<file path="config.mk">
export PLATFORM = sky130hd
export DESIGN_NAME = sfifo_rr_ctrl
export DESIGN_NICKNAME = d
export VERILOG_FILES = /design/src/rtl/sfifo_rr_ctrl.sv
export SDC_FILE = /design/constraint.sdc
export NUM_CORES = 1
export LEC_CHECK = 0
export BUFFER_PORTS_ARGS = -buffer_cell sky130_fd_sc_hd__buf_4
export CAP_MARGIN = 20
export CORE_ASPECT_RATIO = 0.6
export CORE_MARGIN = 10
export CORE_UTILIZATION = 30
export CTS_CLUSTER_SIZE = 28
export DETAILED_ROUTE_END_ITERATION = 12
export PLACE_DENSITY = 0.65
export SLEW_MARGIN = 20
export SYNTH_ARGS = -nofsm -noshare
export SYNTH_HDL_FRONTEND = slang
export SYNTH_SLANG_ARGS = --single-unit
</file>
<file path="constraint.sdc">
create_clock -name CLK -period 6.8 [get_ports CLK]
set_input_delay 1.02 -clock CLK [delete_from_list [all_inputs] [get_ports CLK]]
set_output_delay 1.02 -clock CLK [all_outputs]
set_load 0.02 [all_outputs]
</file>
<file path="src/rtl/sfifo_rr_ctrl.sv">
// Round-robin write arbiter and valid/ready read sequencer for the 16x8 synchronous FIFO.
// Define SFIFO_CTRL_ALMOST_FULL_EN to add the registered almost_full flag (AF_THRESH).

module sfifo_rr_lane #(
  parameter int DW = 8
) (
  input  logic          sel,
  input  logic [DW-1:0] din,
  output logic [DW-1:0] dout
);
  assign dout = sel ? din : '0;
endmodule

module sfifo_rr_ctrl #(
  parameter int NREQ  = 4,
  parameter int DW    = 8,
  parameter int DEPTH = 16,
  parameter int CW    = 5
`ifdef SFIFO_CTRL_ALMOST_FULL_EN
  ,parameter int AF_THRESH = 12
`endif
) (
  input  logic               CLK,
  input  logic               RSTn,
  input  logic [NREQ-1:0]    req,
  input  logic [NREQ*DW-1:0] wdata,
  output logic [NREQ-1:0]    gnt,
  output logic               fifo_write,
  output logic [DW-1:0]      fifo_wdata,
  output logic               fifo_read,
  input  logic [DW-1:0]      fifo_rdata,
  output logic               out_valid,
  output logic [DW-1:0]      out_data,
  input  logic               out_ready,
  output logic [CW-1:0]      count,
  output logic               full,
  output logic               empty
`ifdef SFIFO_CTRL_ALMOST_FULL_EN
  ,output logic              almost_full
`endif
);

  localparam int PW = (NREQ > 1) ? $clog2(NREQ) : 1;

  logic [PW-1:0]           rr_ptr;
  logic [PW-1:0]           cand;
  logic [PW-1:0]           win_idx;
  logic                    win_found;
  logic [CW-1:0]           count_nxt;
  logic [NREQ-1:0][DW-1:0] lane_data;

  // Rotating priority: scan from the slot after the last winner, first asserted req wins.
  always_comb begin
    win_found = 1'b0;
    win_idx   = '0;
    cand      = '0;
    for (int k = 1; k <= NREQ; k++) begin
      cand = PW'((int'(rr_ptr) + k) % NREQ);
      if (!win_found && req[cand]) begin
        win_found = 1'b1;
        win_idx   = cand;
      end
    end
  end

  // No same-cycle bypass at full: a read this cycle frees the slot only next cycle.
  always_comb begin
    gnt = '0;
    if (RSTn && win_found && (count < CW'(DEPTH)))
      gnt[win_idx] = 1'b1;
  end

  assign fifo_write = |gnt;

  for (genvar g = 0; g < NREQ; g++) begin : g_lane
    sfifo_rr_lane #(.DW(DW)) u_lane (
      .sel  (gnt[g]),
      .din  (wdata[g*DW +: DW]),
      .dout (lane_data[g])
    );
  end

  always_comb begin
    fifo_wdata = '0;
    for (int i = 0; i < NREQ; i++)
      fifo_wdata = fifo_wdata | lane_data[i];
  end

  // count excludes the word parked in the output stage, so a write at count==0 cannot be read yet.
  assign fifo_read = RSTn && (count != '0) && (!out_valid || out_ready);
  assign out_data  = fifo_rdata;
  assign full      = (count == CW'(DEPTH));
  assign empty     = (count == '0);
  assign count_nxt = count + CW'(fifo_write) - CW'(fifo_read);

  always_ff @(posedge CLK) begin
    if (!RSTn) begin
      count     <= '0;
      out_valid <= 1'b0;
      rr_ptr    <= PW'(NREQ - 1);
    end else begin
      count <= count_nxt;
      if (fifo_read)
        out_valid <= 1'b1;
      else if (out_ready)
        out_valid <= 1'b0;
      if (fifo_write)
        rr_ptr <= win_idx;
    end
  end

`ifdef SFIFO_CTRL_ALMOST_FULL_EN
  always_ff @(posedge CLK) begin
    if (!RSTn)
      almost_full <= 1'b0;
    else
      almost_full <= (count_nxt >= CW'(AF_THRESH));
  end
`endif

`ifndef SYNTHESIS
  a_count_bound: assert property (@(posedge CLK) disable iff (!RSTn) count <= CW'(DEPTH));
`endif

endmodule

</file>
==> flow_summary.yaml <==
status:
  status: "finished clean"
clock_network:
  clkLatencyLatePin_ns: 0.23
  cts_hold_buf: 0
  cts_setup_buffers: 0
  cts_made_buffers: 3
  clockBufferDepth: 2
  cts_tree: "built"
  clkSinkCount: 8
  post_cts_resized: 0
  htreeDepth: 1
  cts-root-buf: "clkbuf_8"
  clk_pin_slew_worst_paths_ns: 0.04
routing:
  route.vias.total: 924
  routed_wl_um: 3091
  drtIter0Drc: 53
  drc: 0
  postRouteAntennaNets: 0
  vias_per_cell: 4.714
  first_pass_iters: 4
  wl_per_cell_um: 15.77
floorplanning:
  io_pins: 77
  die_h_um: 62.65
  rows: 15
  coreArea_mm2: 0.002890
  die_area_mm2: 0.005706
  fp.dieW_um: 91.09
  initial_core_util: 0.3147
sta:
  timing.final.max_slew_violations: 0
  max_slew_margin: 0.5684
  skew_ns: 0.004409
  finalHoldViolations: 0
  hold_ws_ns: 0.5374
  fmax_mhz: 270.8
  setup_violations: 0
  worst_slew_pin_slew_ns: 0.6474
  fin_tns_setup_ns: 0
  finalCriticalPeriod_ns: 3.693
  fin_crit_sh: 0.5431
  rsz0062_at_grt: "false"
setup_path:
  r2r_slack_ns: 3.90
  worstPathArrival_ns: 2.67
  slowest_stage: "a221oi_4"
  crit_chain: "buf_4 -> nand2b_2 -> o21ai_2 -> a221oi_4 -> buf_8 -> mux2i_1 -> o22ai_2 -> buf_4"
  cp_max_fo: 12
  max_stage_delay_ns: 0.57
  reg2reg_depth: 12
  r2r-end: "count[4]$_SDFF_PN0_"
  endpoint: "fifo_wdata[3]"
  critPathCaptureType: "output port"
  cp.required_ns: 5.78
  crit_start: "req[3]"
  cp-start-kind: "input port"
  reg2reg_from: "count[2]$_SDFF_PN0_"
  crit_top_cell: "buf_4"
  crit_type: "in -> out"
hold_path:
  holdCritPathClass: "reg -> reg"
global_routing:
  grt_first_pass_wirelength_um: 4947
  grt_usage: 0.1048
  grt_pass1_vias: 979
  antenna_found_initial: 0
  grt-ovfl-total: 0
  grt_max_degree: 21
synth:
  ys_top_cells_by_area: "dfxtp_1, mux2i_1, buf_4"
  async_flop_share: 0
  ys_seq_area_frac: 0.1761
  ys_ff_latch: 8
  synthFlopType: "dfxtp_1"
  synthesis.area_um2: 909.6
  syn_inst: 105
  yosys.area_share.xor_xnor: 0.02889
  yosys.area.top_type: "dfxtp_1"
  synth_edf_count: 0
  synth_top_family_by_area: "compound AO/OA/AOI/OAI gates"
  post_synth_and_or_nand_nor_area_fraction: 0.1403
  synth.area.mux_share: 0.1761
  postSynthAreaPerCell_um2: 8.663
  synth-adder-area-share: 0.1045
  synth.top_cell.area_share: 0.1761
  synth_nets: 159
  ys_warn_count: 0
  synth_compound_area_frac: 0.2050
  synth_cell_types: 30
placement:
  place_congestion: 0.7926
  hpwl_um: 2620
  port_buffers: 60
  dpl_cell_area_mm2: 0.001308
finish:
  nNetsFinal: 210
  drive_gt1_frac: 0.4870
  postLayoutCellArea_mm2: 0.001364
  utilization: 0.4719
  fill_cells: 289
  diodes: 0
  area_growth_pct: 49.93
power_and_ir_drop:
  powerDensity_mw_per_mm2: 366.2
  ir_drop_mv: 0.1334
  power.leakage_nw: 0.7033
  total_power_mw: 0.4994
flow_run:
  cap_violations: 0
[placed cells by master (no fill, tap or decap), types with 4 or more instances in the layout]
master	instances
inv_1	8
mux2i_1	16
o22ai_2	6
a21oi_1	5
ha_1	6
nor2_1	9
buf_4	60
dfxtp_1	8
nand2b_1	4
[layer usage]
layer | up-vias | GRT usage | share of wire
met4 | 0 | 0.03502 | 0.014
met2 | 21 | 0.1940 | 0.56
met1 | 439 | 0.1125 | 0.39
met5 | - | 0 | 0
met3 | 8 | 0.02758 | 0.039
li1 | 456 | - | -
[synthesized netlist by cell type (3+ instances only)]
| cell type | instances |
|---|---|
| a21oi_1 | 5 |
| nand2_1 | 3 |
| inv_1 | 8 |
| ha_1 | 6 |
| nand2b_1 | 4 |
| nor2_1 | 9 |
| dfxtp_1 | 8 |
| o22ai_1 | 3 |
| buf_4 | 14 |
| mux2i_1 | 16 |
| o22ai_2 | 6 |
[worst min path at each step]
stage                                        end  slack, ns  cells after the start                    from
after global routing      out_valid$_SDFFE_PN0P_       0.58                      2  out_valid$_SDFFE_PN0P_
final                     out_valid$_SDFFE_PN0P_       0.54                      2  out_valid$_SDFFE_PN0P_
after detailed placement  out_valid$_SDFFE_PN0P_       0.52                      2  out_valid$_SDFFE_PN0P_
after CTS                 out_valid$_SDFFE_PN0P_       0.53                      2  out_valid$_SDFFE_PN0P_
after global placement    out_valid$_SDFFE_PN0P_       0.51                      2  out_valid$_SDFFE_PN0P_
after floorplan           rr_ptr[0]$_SDFFE_PN1N_       0.50                      1  rr_ptr[0]$_SDFFE_PN1N_
[cells by family after synthesis]
logic type | after synthesis
multiplexers | 16
AND/OR/NAND/NOR | 24
flip-flops | 8
XOR/XNOR | 3
AO/OA/AOI/OAI | 22
buffers and inverters | 25
adder cells (fa/ha/maj) | 7
[final cells by class]
type                    count  area (um^2)  share of cell area
multi-input cells          72        606.8              0.4450
repair buffers             61        465.4              0.3413
flip-flops and latches      8        160.2              0.1174
well taps                  42        52.55             0.03853
clock buffers               3        41.29             0.03028
inverters                  10        37.54             0.02752
[critical path, delay by kind of cell]
family | cells | cell delay, ns
multiplexers | 1 | 0.28
AND/OR/NAND/NOR | 1 | 0.07
buffers and inverters | 3 | 0.55
AO/OA/AOI/OAI | 3 | 0.74
[where the power goes]
| part | internal (mW) | total [mW] | leakage (nW) | switching [mW] |
|---|---|---|---|---|
| Combinational | 0.167 | 0.356 | 0.615 | 0.188 |
| Sequential | 0.0659 | 0.0865 | 0.0667 | 0.0206 |
| Clock | 0.0384 | 0.0572 | 0.0216 | 0.0188 |
[sequential cells by signal (all words and copies together), names as in the netlist]
signal,count
count,5
rr_ptr,2
out_valid,1
[stage by stage]
stage / setup slack (ns) / cells
floorplan: 3.283 / 105
global placement: 2.899 / 192
detailed placement: 2.872 / 192
CTS: 2.860 / 195
global route: 3.054 / 196
finish: 3.107 / 196
Note: power is estimated with default switching activity, not from simulation.
